===== src/rtl/vm_pkg.sv =====
// Shared types for the vending controller: coin codes, FSM states, error codes.
package vm_pkg;

  localparam int unsigned COIN_VAL_W = 16;

  typedef enum logic [2:0] {
    COIN_25   = 3'd0,
    COIN_50   = 3'd1,
    COIN_100  = 3'd2,
    COIN_500  = 3'd3,
    COIN_1000 = 3'd4,
    COIN_2000 = 3'd5,
    COIN_5000 = 3'd6,
    COIN_BAD  = 3'd7
  } coin_code_e;

  typedef enum logic [2:0] {
    ST_IDLE   = 3'd0,
    ST_CREDIT = 3'd1,
    ST_LOOKUP = 3'd2,
    ST_VEND   = 3'd3,
    ST_CHANGE = 3'd4
  } state_e;

  localparam logic [2:0] ERR_NONE       = 3'd0;
  localparam logic [2:0] ERR_BAD_COIN   = 3'd1;
  localparam logic [2:0] ERR_OVERFLOW   = 3'd2;
  localparam logic [2:0] ERR_NOT_FOUND  = 3'd3;
  localparam logic [2:0] ERR_INSUFF     = 3'd4;
  localparam logic [2:0] ERR_BAD_PW     = 3'd5;
  localparam logic [2:0] ERR_TABLE_FULL = 3'd6;

  // Coin face value in cents; the invalid code is worth nothing.
  function automatic logic [COIN_VAL_W-1:0] coin_value(input coin_code_e code);
    case (code)
      COIN_25:   return COIN_VAL_W'(25);
      COIN_50:   return COIN_VAL_W'(50);
      COIN_100:  return COIN_VAL_W'(100);
      COIN_500:  return COIN_VAL_W'(500);
      COIN_1000: return COIN_VAL_W'(1000);
      COIN_2000: return COIN_VAL_W'(2000);
      COIN_5000: return COIN_VAL_W'(5000);
      default:   return '0;
    endcase
  endfunction

endpackage


===== src/rtl/vm_item_table.sv =====
// Item/price table: parallel match on one key, synchronous insert/update/delete
// at that key, and a running count of valid entries.
module vm_item_table #(
  parameter int unsigned SLOTS   = 16,
  parameter int unsigned ITEM_W  = 4,
  parameter int unsigned PRICE_W = 14,
  parameter int unsigned CNT_W   = 5
) (
  input  logic               clk,
  input  logic               rst_n,
  input  logic [ITEM_W-1:0]  key_i,
  input  logic               wr_en_i,
  input  logic [PRICE_W-1:0] wr_price_i,
  output logic               hit_c,
  output logic [PRICE_W-1:0] price_c,
  output logic               full_c,
  output logic [CNT_W-1:0]   count_o
);

  localparam int unsigned IDX_W = (SLOTS > 1) ? $clog2(SLOTS) : 1;

  logic [SLOTS-1:0]   valid_q;
  logic [ITEM_W-1:0]  item_q  [SLOTS];
  logic [PRICE_W-1:0] price_q [SLOTS];
  logic [CNT_W-1:0]   count_q;
  logic [IDX_W-1:0]   hit_idx;
  logic [IDX_W-1:0]   free_idx;

  // Key match and lowest free slot; keys are unique so at most one hit.
  always_comb begin
    hit_c    = 1'b0;
    hit_idx  = '0;
    price_c  = '0;
    full_c   = 1'b1;
    free_idx = '0;
    for (int unsigned i = 0; i < SLOTS; i++) begin
      if (valid_q[i] && item_q[i] == key_i) begin
        hit_c   = 1'b1;
        hit_idx = IDX_W'(i);
        price_c = price_q[i];
      end
      if (!valid_q[i] && full_c) begin
        full_c   = 1'b0;
        free_idx = IDX_W'(i);
      end
    end
  end

  always_ff @(posedge clk or negedge rst_n) begin
    if (!rst_n) begin
      valid_q <= '0;
      count_q <= '0;
      for (int unsigned i = 0; i < SLOTS; i++) begin
        item_q[i]  <= '0;
        price_q[i] <= '0;
      end
    end else if (wr_en_i) begin
      if (hit_c) begin
        if (wr_price_i == '0) begin
          valid_q[hit_idx] <= 1'b0;
          count_q          <= count_q - CNT_W'(1);
        end else begin
          price_q[hit_idx] <= wr_price_i;
        end
      end else if (wr_price_i != '0 && !full_c) begin
        valid_q[free_idx] <= 1'b1;
        item_q[free_idx]  <= key_i;
        price_q[free_idx] <= wr_price_i;
        count_q           <= count_q + CNT_W'(1);
      end
    end
  end

  assign count_o = count_q;

endmodule


===== src/rtl/vending_fsm_param.sv =====
// Vending controller core: coin credit, item lookup, dispense and change
// handshakes, and runtime price table programming while idle.
module vending_fsm_param
  import vm_pkg::*;
#(
  parameter int unsigned SLOTS    = 16,
  parameter int unsigned ITEM_W   = 4,
  parameter int unsigned PRICE_W  = 14,
  parameter int unsigned BAL_MAX  = 9999,
  parameter logic [3:0]  PASSWORD = 4'b1010
) (
  input  logic                        clock,
  input  logic                        reset_n,
  input  logic                        coin_valid,
  input  logic [2:0]                  coin_code,
  input  logic                        select_valid,
  input  logic [ITEM_W-1:0]           select_item,
  input  logic                        cancel,
  input  logic                        admin_valid,
  input  logic [3:0]                  admin_pw,
  input  logic [ITEM_W-1:0]           admin_item,
  input  logic [PRICE_W-1:0]          admin_price,
  output logic                        vend_valid,
  output logic [ITEM_W-1:0]           vend_item,
  input  logic                        vend_ready,
  output logic                        change_valid,
  output logic [PRICE_W-1:0]          change_amount,
  input  logic                        change_ready,
  output logic [PRICE_W-1:0]          balance,
  output logic [2:0]                  state,
  output logic                        err_valid,
  output logic [2:0]                  err_code,
  output logic [$clog2(SLOTS+1)-1:0]  item_count
);

  localparam int unsigned CNT_W = $clog2(SLOTS + 1);
  localparam int unsigned SUM_W = PRICE_W + 1;

  state_e             state_q, state_d;
  logic [PRICE_W-1:0] balance_q, balance_d;
  logic [ITEM_W-1:0]  sel_item_q, sel_item_d;
  logic               vend_valid_q, vend_valid_d;
  logic [ITEM_W-1:0]  vend_item_q, vend_item_d;
  logic               change_valid_q, change_valid_d;
  logic [PRICE_W-1:0] change_amount_q, change_amount_d;
  logic               err_valid_q, err_valid_d;
  logic [2:0]         err_code_q, err_code_d;

  coin_code_e         coin_e;
  logic [SUM_W-1:0]   coin_sum;
  logic               coin_ovf;
  logic [ITEM_W-1:0]  tbl_key;
  logic               tbl_wr;
  logic               tbl_hit;
  logic               tbl_full;
  logic [PRICE_W-1:0] tbl_price;

  // One extra bit of headroom so the credit limit compare cannot wrap.
  assign coin_e   = coin_code_e'(coin_code);
  assign coin_sum = {1'b0, balance_q} + SUM_W'(coin_value(coin_e));
  assign coin_ovf = coin_sum > SUM_W'(BAL_MAX);
  assign tbl_key  = (state_q == ST_LOOKUP) ? sel_item_q : admin_item;

  vm_item_table #(
    .SLOTS   (SLOTS),
    .ITEM_W  (ITEM_W),
    .PRICE_W (PRICE_W),
    .CNT_W   (CNT_W)
  ) u_table (
    .clk        (clock),
    .rst_n      (reset_n),
    .key_i      (tbl_key),
    .wr_en_i    (tbl_wr),
    .wr_price_i (admin_price),
    .hit_c      (tbl_hit),
    .price_c    (tbl_price),
    .full_c     (tbl_full),
    .count_o    (item_count)
  );

  always_comb begin
    state_d         = state_q;
    balance_d       = balance_q;
    sel_item_d      = sel_item_q;
    vend_valid_d    = vend_valid_q;
    vend_item_d     = vend_item_q;
    change_valid_d  = change_valid_q;
    change_amount_d = change_amount_q;
    err_valid_d     = 1'b0;
    err_code_d      = ERR_NONE;
    tbl_wr          = 1'b0;
    case (state_q)
      ST_IDLE, ST_CREDIT: begin
        // cancel > coin > select; admin only reaches the table when idle.
        if (cancel) begin
          if (state_q == ST_CREDIT) begin
            state_d         = ST_CHANGE;
            change_valid_d  = 1'b1;
            change_amount_d = balance_q;
          end
        end else if (coin_valid) begin
          if (coin_e == COIN_BAD) begin
            err_valid_d = 1'b1;
            err_code_d  = ERR_BAD_COIN;
          end else if (coin_ovf) begin
            err_valid_d = 1'b1;
            err_code_d  = ERR_OVERFLOW;
          end else begin
            balance_d = coin_sum[PRICE_W-1:0];
            state_d   = ST_CREDIT;
          end
        end else if (state_q == ST_CREDIT) begin
          if (select_valid) begin
            sel_item_d = select_item;
            state_d    = ST_LOOKUP;
          end
        end else if (admin_valid) begin
          if (admin_pw != PASSWORD) begin
            err_valid_d = 1'b1;
            err_code_d  = ERR_BAD_PW;
          end else begin
            tbl_wr = 1'b1;
            if (!tbl_hit && admin_price != '0 && tbl_full) begin
              err_valid_d = 1'b1;
              err_code_d  = ERR_TABLE_FULL;
            end
          end
        end
      end
      ST_LOOKUP: begin
        if (!tbl_hit) begin
          err_valid_d = 1'b1;
          err_code_d  = ERR_NOT_FOUND;
          state_d     = ST_CREDIT;
        end else if (tbl_price > balance_q) begin
          err_valid_d = 1'b1;
          err_code_d  = ERR_INSUFF;
          state_d     = ST_CREDIT;
        end else begin
          balance_d    = balance_q - tbl_price;
          vend_valid_d = 1'b1;
          vend_item_d  = sel_item_q;
          state_d      = ST_VEND;
        end
      end
      ST_VEND: begin
        if (vend_ready) begin
          vend_valid_d = 1'b0;
          vend_item_d  = '0;
          if (balance_q == '0) begin
            state_d = ST_IDLE;
          end else begin
            state_d         = ST_CHANGE;
            change_valid_d  = 1'b1;
            change_amount_d = balance_q;
          end
        end
      end
      ST_CHANGE: begin
        if (change_ready) begin
          change_valid_d  = 1'b0;
          change_amount_d = '0;
          balance_d       = '0;
          state_d         = ST_IDLE;
        end
      end
      default: state_d = ST_IDLE;
    endcase
  end

  always_ff @(posedge clock or negedge reset_n) begin
    if (!reset_n) begin
      state_q         <= ST_IDLE;
      balance_q       <= '0;
      sel_item_q      <= '0;
      vend_valid_q    <= 1'b0;
      vend_item_q     <= '0;
      change_valid_q  <= 1'b0;
      change_amount_q <= '0;
      err_valid_q     <= 1'b0;
      err_code_q      <= ERR_NONE;
    end else begin
      state_q         <= state_d;
      balance_q       <= balance_d;
      sel_item_q      <= sel_item_d;
      vend_valid_q    <= vend_valid_d;
      vend_item_q     <= vend_item_d;
      change_valid_q  <= change_valid_d;
      change_amount_q <= change_amount_d;
      err_valid_q     <= err_valid_d;
      err_code_q      <= err_code_d;
    end
  end

  assign state         = state_q;
  assign balance       = balance_q;
  assign vend_valid    = vend_valid_q;
  assign vend_item     = vend_item_q;
  assign change_valid  = change_valid_q;
  assign change_amount = change_amount_q;
  assign err_valid     = err_valid_q;
  assign err_code      = err_code_q;

endmodule


===== config.mk =====
export PLATFORM = sky130hd
export DESIGN_NAME = vending_fsm_param
export DESIGN_NICKNAME = d
export VERILOG_FILES = /design/src/rtl/vm_pkg.sv /design/src/rtl/vm_item_table.sv /design/src/rtl/vending_fsm_param.sv
export SDC_FILE = /design/constraint.sdc
export NUM_CORES = 1
export LEC_CHECK = 0
export CORE_MARGIN = 2
export CORE_UTILIZATION = 60
export CTS_CLUSTER_DIAMETER = 80
export DETAILED_ROUTE_END_ITERATION = 10
export GPL_TIMING_DRIVEN = 0
export PLACE_DENSITY = 0.77
export SLEW_MARGIN = 20
export SYNTH_ARGS = -nofsm -noshare
export SYNTH_HDL_FRONTEND = slang
export SYNTH_SLANG_ARGS = --single-unit

===== constraint.sdc =====
create_clock -name clock -period 7.45 [get_ports clock]
set_input_delay 1.1175 -clock clock [delete_from_list [all_inputs] [get_ports clock]]
set_output_delay 1.1175 -clock clock [all_outputs]
set_load 0.02 [all_outputs]

==> results.json <==
{
  "synth-xor-area-share": 0.0271,
  "numCtsBuffers": 39,
  "comb_power_share": 0.327,
  "ys_async_sr_fraction": 1.00,
  "cp_slowest_cell": "fa_1",
  "grt_pass1_wl_um": 90100,
  "worstPathArrival_ns": 7.73,
  "crit_required_ns": 7.87,
  "period_share": 0.981,
  "clock_latency_ns": 0.55,
  "hp-class": "flip-flop to flip-flop",
  "via_count": 16190,
  "clockRootBuffer": "clkbuf_16",
  "wl_per_cell_um": 23.6,
  "row_count": 65,
  "grt_use_total": 0.346,
  "place_hpwl_um": 42100,
  "worst_slew_pin_slew_ns": 1.03,
  "setup_violations": 0,
  "die_h_um": 184,
  "synth_top_family_by_area": "compound AO/OA/AOI/OAI gates",
  "dpl-instance-area_um2": 20800,
  "dr.pass1.iters": 6,
  "finalMaxSlewViolations": 0,
  "cp_max_fo": 10,
  "drc": 0,
  "synth.most_common_cell": "dfrtp_1",
  "grt_max_degree": 97,
  "powerDensity_nw_per_um2": 273,
  "synthFlopType": "dfrtp_1",
  "fin_util": 0.700,
  "ys_ff_latch": 354,
  "setup_tns_ns": 0,
  "wirelength_um": 57900,
  "fin_worst_skew_ns": 0.0226,
  "internal_power_mw": 3.90,
  "grt_antenna_before_repair": 0,
  "synth_edf_count": 0,
  "path_buf_inv": 7,
  "synth-compound-area-share": 0.180,
  "io_pins": 83,
  "outcome": "finished clean",
  "synth-simple-area-share": 0.135,
  "path_delay_family": "compound AO/OA/AOI/OAI gates",
  "seqPwrFrac": 0.366,
  "drt_iter0_markers": 1526,
  "grt.overflow.total": 0,
  "final_nets": 2099,
  "leakagePower_nw": 10.0,
  "portBuffers": 78,
  "synth_top_area_share": 0.457,
  "maxCapViolCount": 0,
  "synth_warnings": 0,
  "synth_cells": 1898,
  "path_clk_slew_ns": 0.06,
  "total_power_mw": 6.06,
  "vias_per_cell": 6.59,
  "fill_cells": 2481,
  "areaGrowthSynthToFinish_pct": 14.5,
  "gp_congestion": 0.966,
  "ys_top_cells_by_count": "dfrtp_1, mux2_2, nand2_1",
  "h-tree-depth": 2,
  "cp_slowest_stage_delay_ns": 0.44,
  "endpoint_kind": "flip-flop",
  "cts_tree": "yes",
  "grt_pass1_vias": 15901,
  "dieArea_um2": 33800,
  "start_kind": "flip-flop",
  "synth_nets": 1969,
  "clkSinkCount": 354,
  "fin_area_um2": 22200,
  "timing.fmax_mhz": 137,
  "initial_core_util": 0.611,
  "p_sw_frac": 0.355,
  "syn_avg_cell_area_um2": 10.2,
  "p_switching_mw": 2.15,
  "antenna_cells": 0,
  "die_w_um": 184,
  "cts_max_path_buffers": 3,
  "drive_gt1_frac": 0.186,
  "coreArea_um2": 31700,
  "path_class": "flip-flop to flip-flop",
  "vdd_ir_drop_max_mv": 0.213,
  "relSlewSlack": 0.314,
  "yosys.area.top_type": "dfrtp_1",
  "yosysSeqAreaShare": 0.457,
  "p_clk_frac": 0.307,
  "ant_nets": 0,
  "muxShareOfSynthArea": 0.137,
  "synthTopCellsByArea": "dfrtp_1, mux2_2, o21ai_0",
  "min_period_ns": 7.31,
  "final_hold_viol_count": 0,
  "synthAdderAreaFrac": 0.0231,
  "synth_cell_types": 98,
  "crit_top_cell": "buf_6",
  "syn-cell-area_um2": 19400
}
worst paths after layout:
check,slack [ns],startpoint,end,depth (start not counted)
max,0.14,state[2]$_DFFE_PN0P_,balance[6]$_DFFE_PN0P_,28
min,0.48,u_table.price_q[41]$_DFFE_PN0P_,u_table.price_q[41]$_DFFE_PN0P_,1
max reg2reg,0.14,state[2]$_DFFE_PN0P_,balance[6]$_DFFE_PN0P_,28
min reg2reg,0.48,u_table.price_q[41]$_DFFE_PN0P_,u_table.price_q[41]$_DFFE_PN0P_,1
max in group asynchronous,5.55,reset_n,balance[7]$_DFFE_PN0P_,3
min in group asynchronous,0.60,reset_n,u_table.item_q[48]$_DFFE_PN0P_,1
logic make-up after synthesis:
family,count (synthesis)
adders and majority gates,34
buffers and inverters,172
and+or+nand+nor,521
xor gates and xnor gates,60
DFF,354
muxes,236
AOI/OAI and AO/OA,521
state kept, by name (all words and copies together) (netlist names):
name and cells:
change_amount 14, err_valid 1, u_table.item_q 64, err_code 3, vend_valid 1, change_valid 1, vend_item 4, state 3
u_table.count_o 5, sel_item_q 4, u_table.valid_q 16, u_table.price_q 224, balance 14
layer usage:
metal	GRT usage	vias to the layer above	wire, µm
met5	0	-	0
met4	0.152	0	2710
met3	0.0469	175	3980
met2	0.553	742	27200
met1	0.475	8049	24000
li1	-	7224	-
layout by cell type (no fill, tap or decap), drive strengths merged, types with 31 or more instances in the layout:
cell / synthesis / final
buf: 44 / 60
ha: 31 / 31
nor3: 48 / 48
clkbuf: 80 / 133
a21oi: 116 / 116
nand3: 38 / 38
o22ai: 33 / 33
nand2: 175 / 175
a22o: 33 / 33
xnor2: 37 / 37
clkdlybuf4s50: 0 / 77
o21ai: 156 / 156
nor2: 108 / 108
inv: 47 / 49
dfrtp: 354 / 354
mux2: 213 / 213
power by group through the flow:
stage / Sequential (mW) / Combinational (mW) / Clock (mW)
after floorplan: 2.29 / 1.16 / 0
after global placement: 2.24 / 1.83 / 0
after detailed placement: 2.24 / 1.89 / 0
after CTS: 2.21 / 1.91 / 1.87
after global routing: 2.23 / 2.13 / 1.95
final: 2.22 / 1.98 / 1.86
through the flow:
step | hold slack (ns) | cells | setup WS [ns]
2_1_floorplan | 0.449 | 1898 | 0.923
3_3_place_gp | 0.463 | 2378 | -10.08
3_5_place_dp | 0.469 | 2381 | -1.74
4_1_cts | 0.482 | 2452 | 0.0101
5_1_grt | 0.505 | 2456 | -0.0464
6_report | 0.483 | 2456 | 0.145
cell type report:
type                       count  area (µm²)  area share
tap                          402         503      0.0226
timing repair buffer          92         963      0.0434
sequential                   354        8860       0.399
multi-input combinational   1372        9860       0.444
clock buffer                  57        1120      0.0506
buffer                       121         627      0.0282
inverter                      48         181     0.00817
clock inverter                10        96.3     0.00434
what timing repair did:
| item | CTS | global route |
|---|---|---|
| hold buffers | 0 | 0 |
| endpoints found under the hold margin | 0 | 0 |
| buffers inserted | 4 | 7 |
| setup endpoints to repair | 22 | 14 |
| gates resized for setup | 16 | 30 |
| pin swaps | 2 | 6 |
Power figures use the tool's default switching activity.
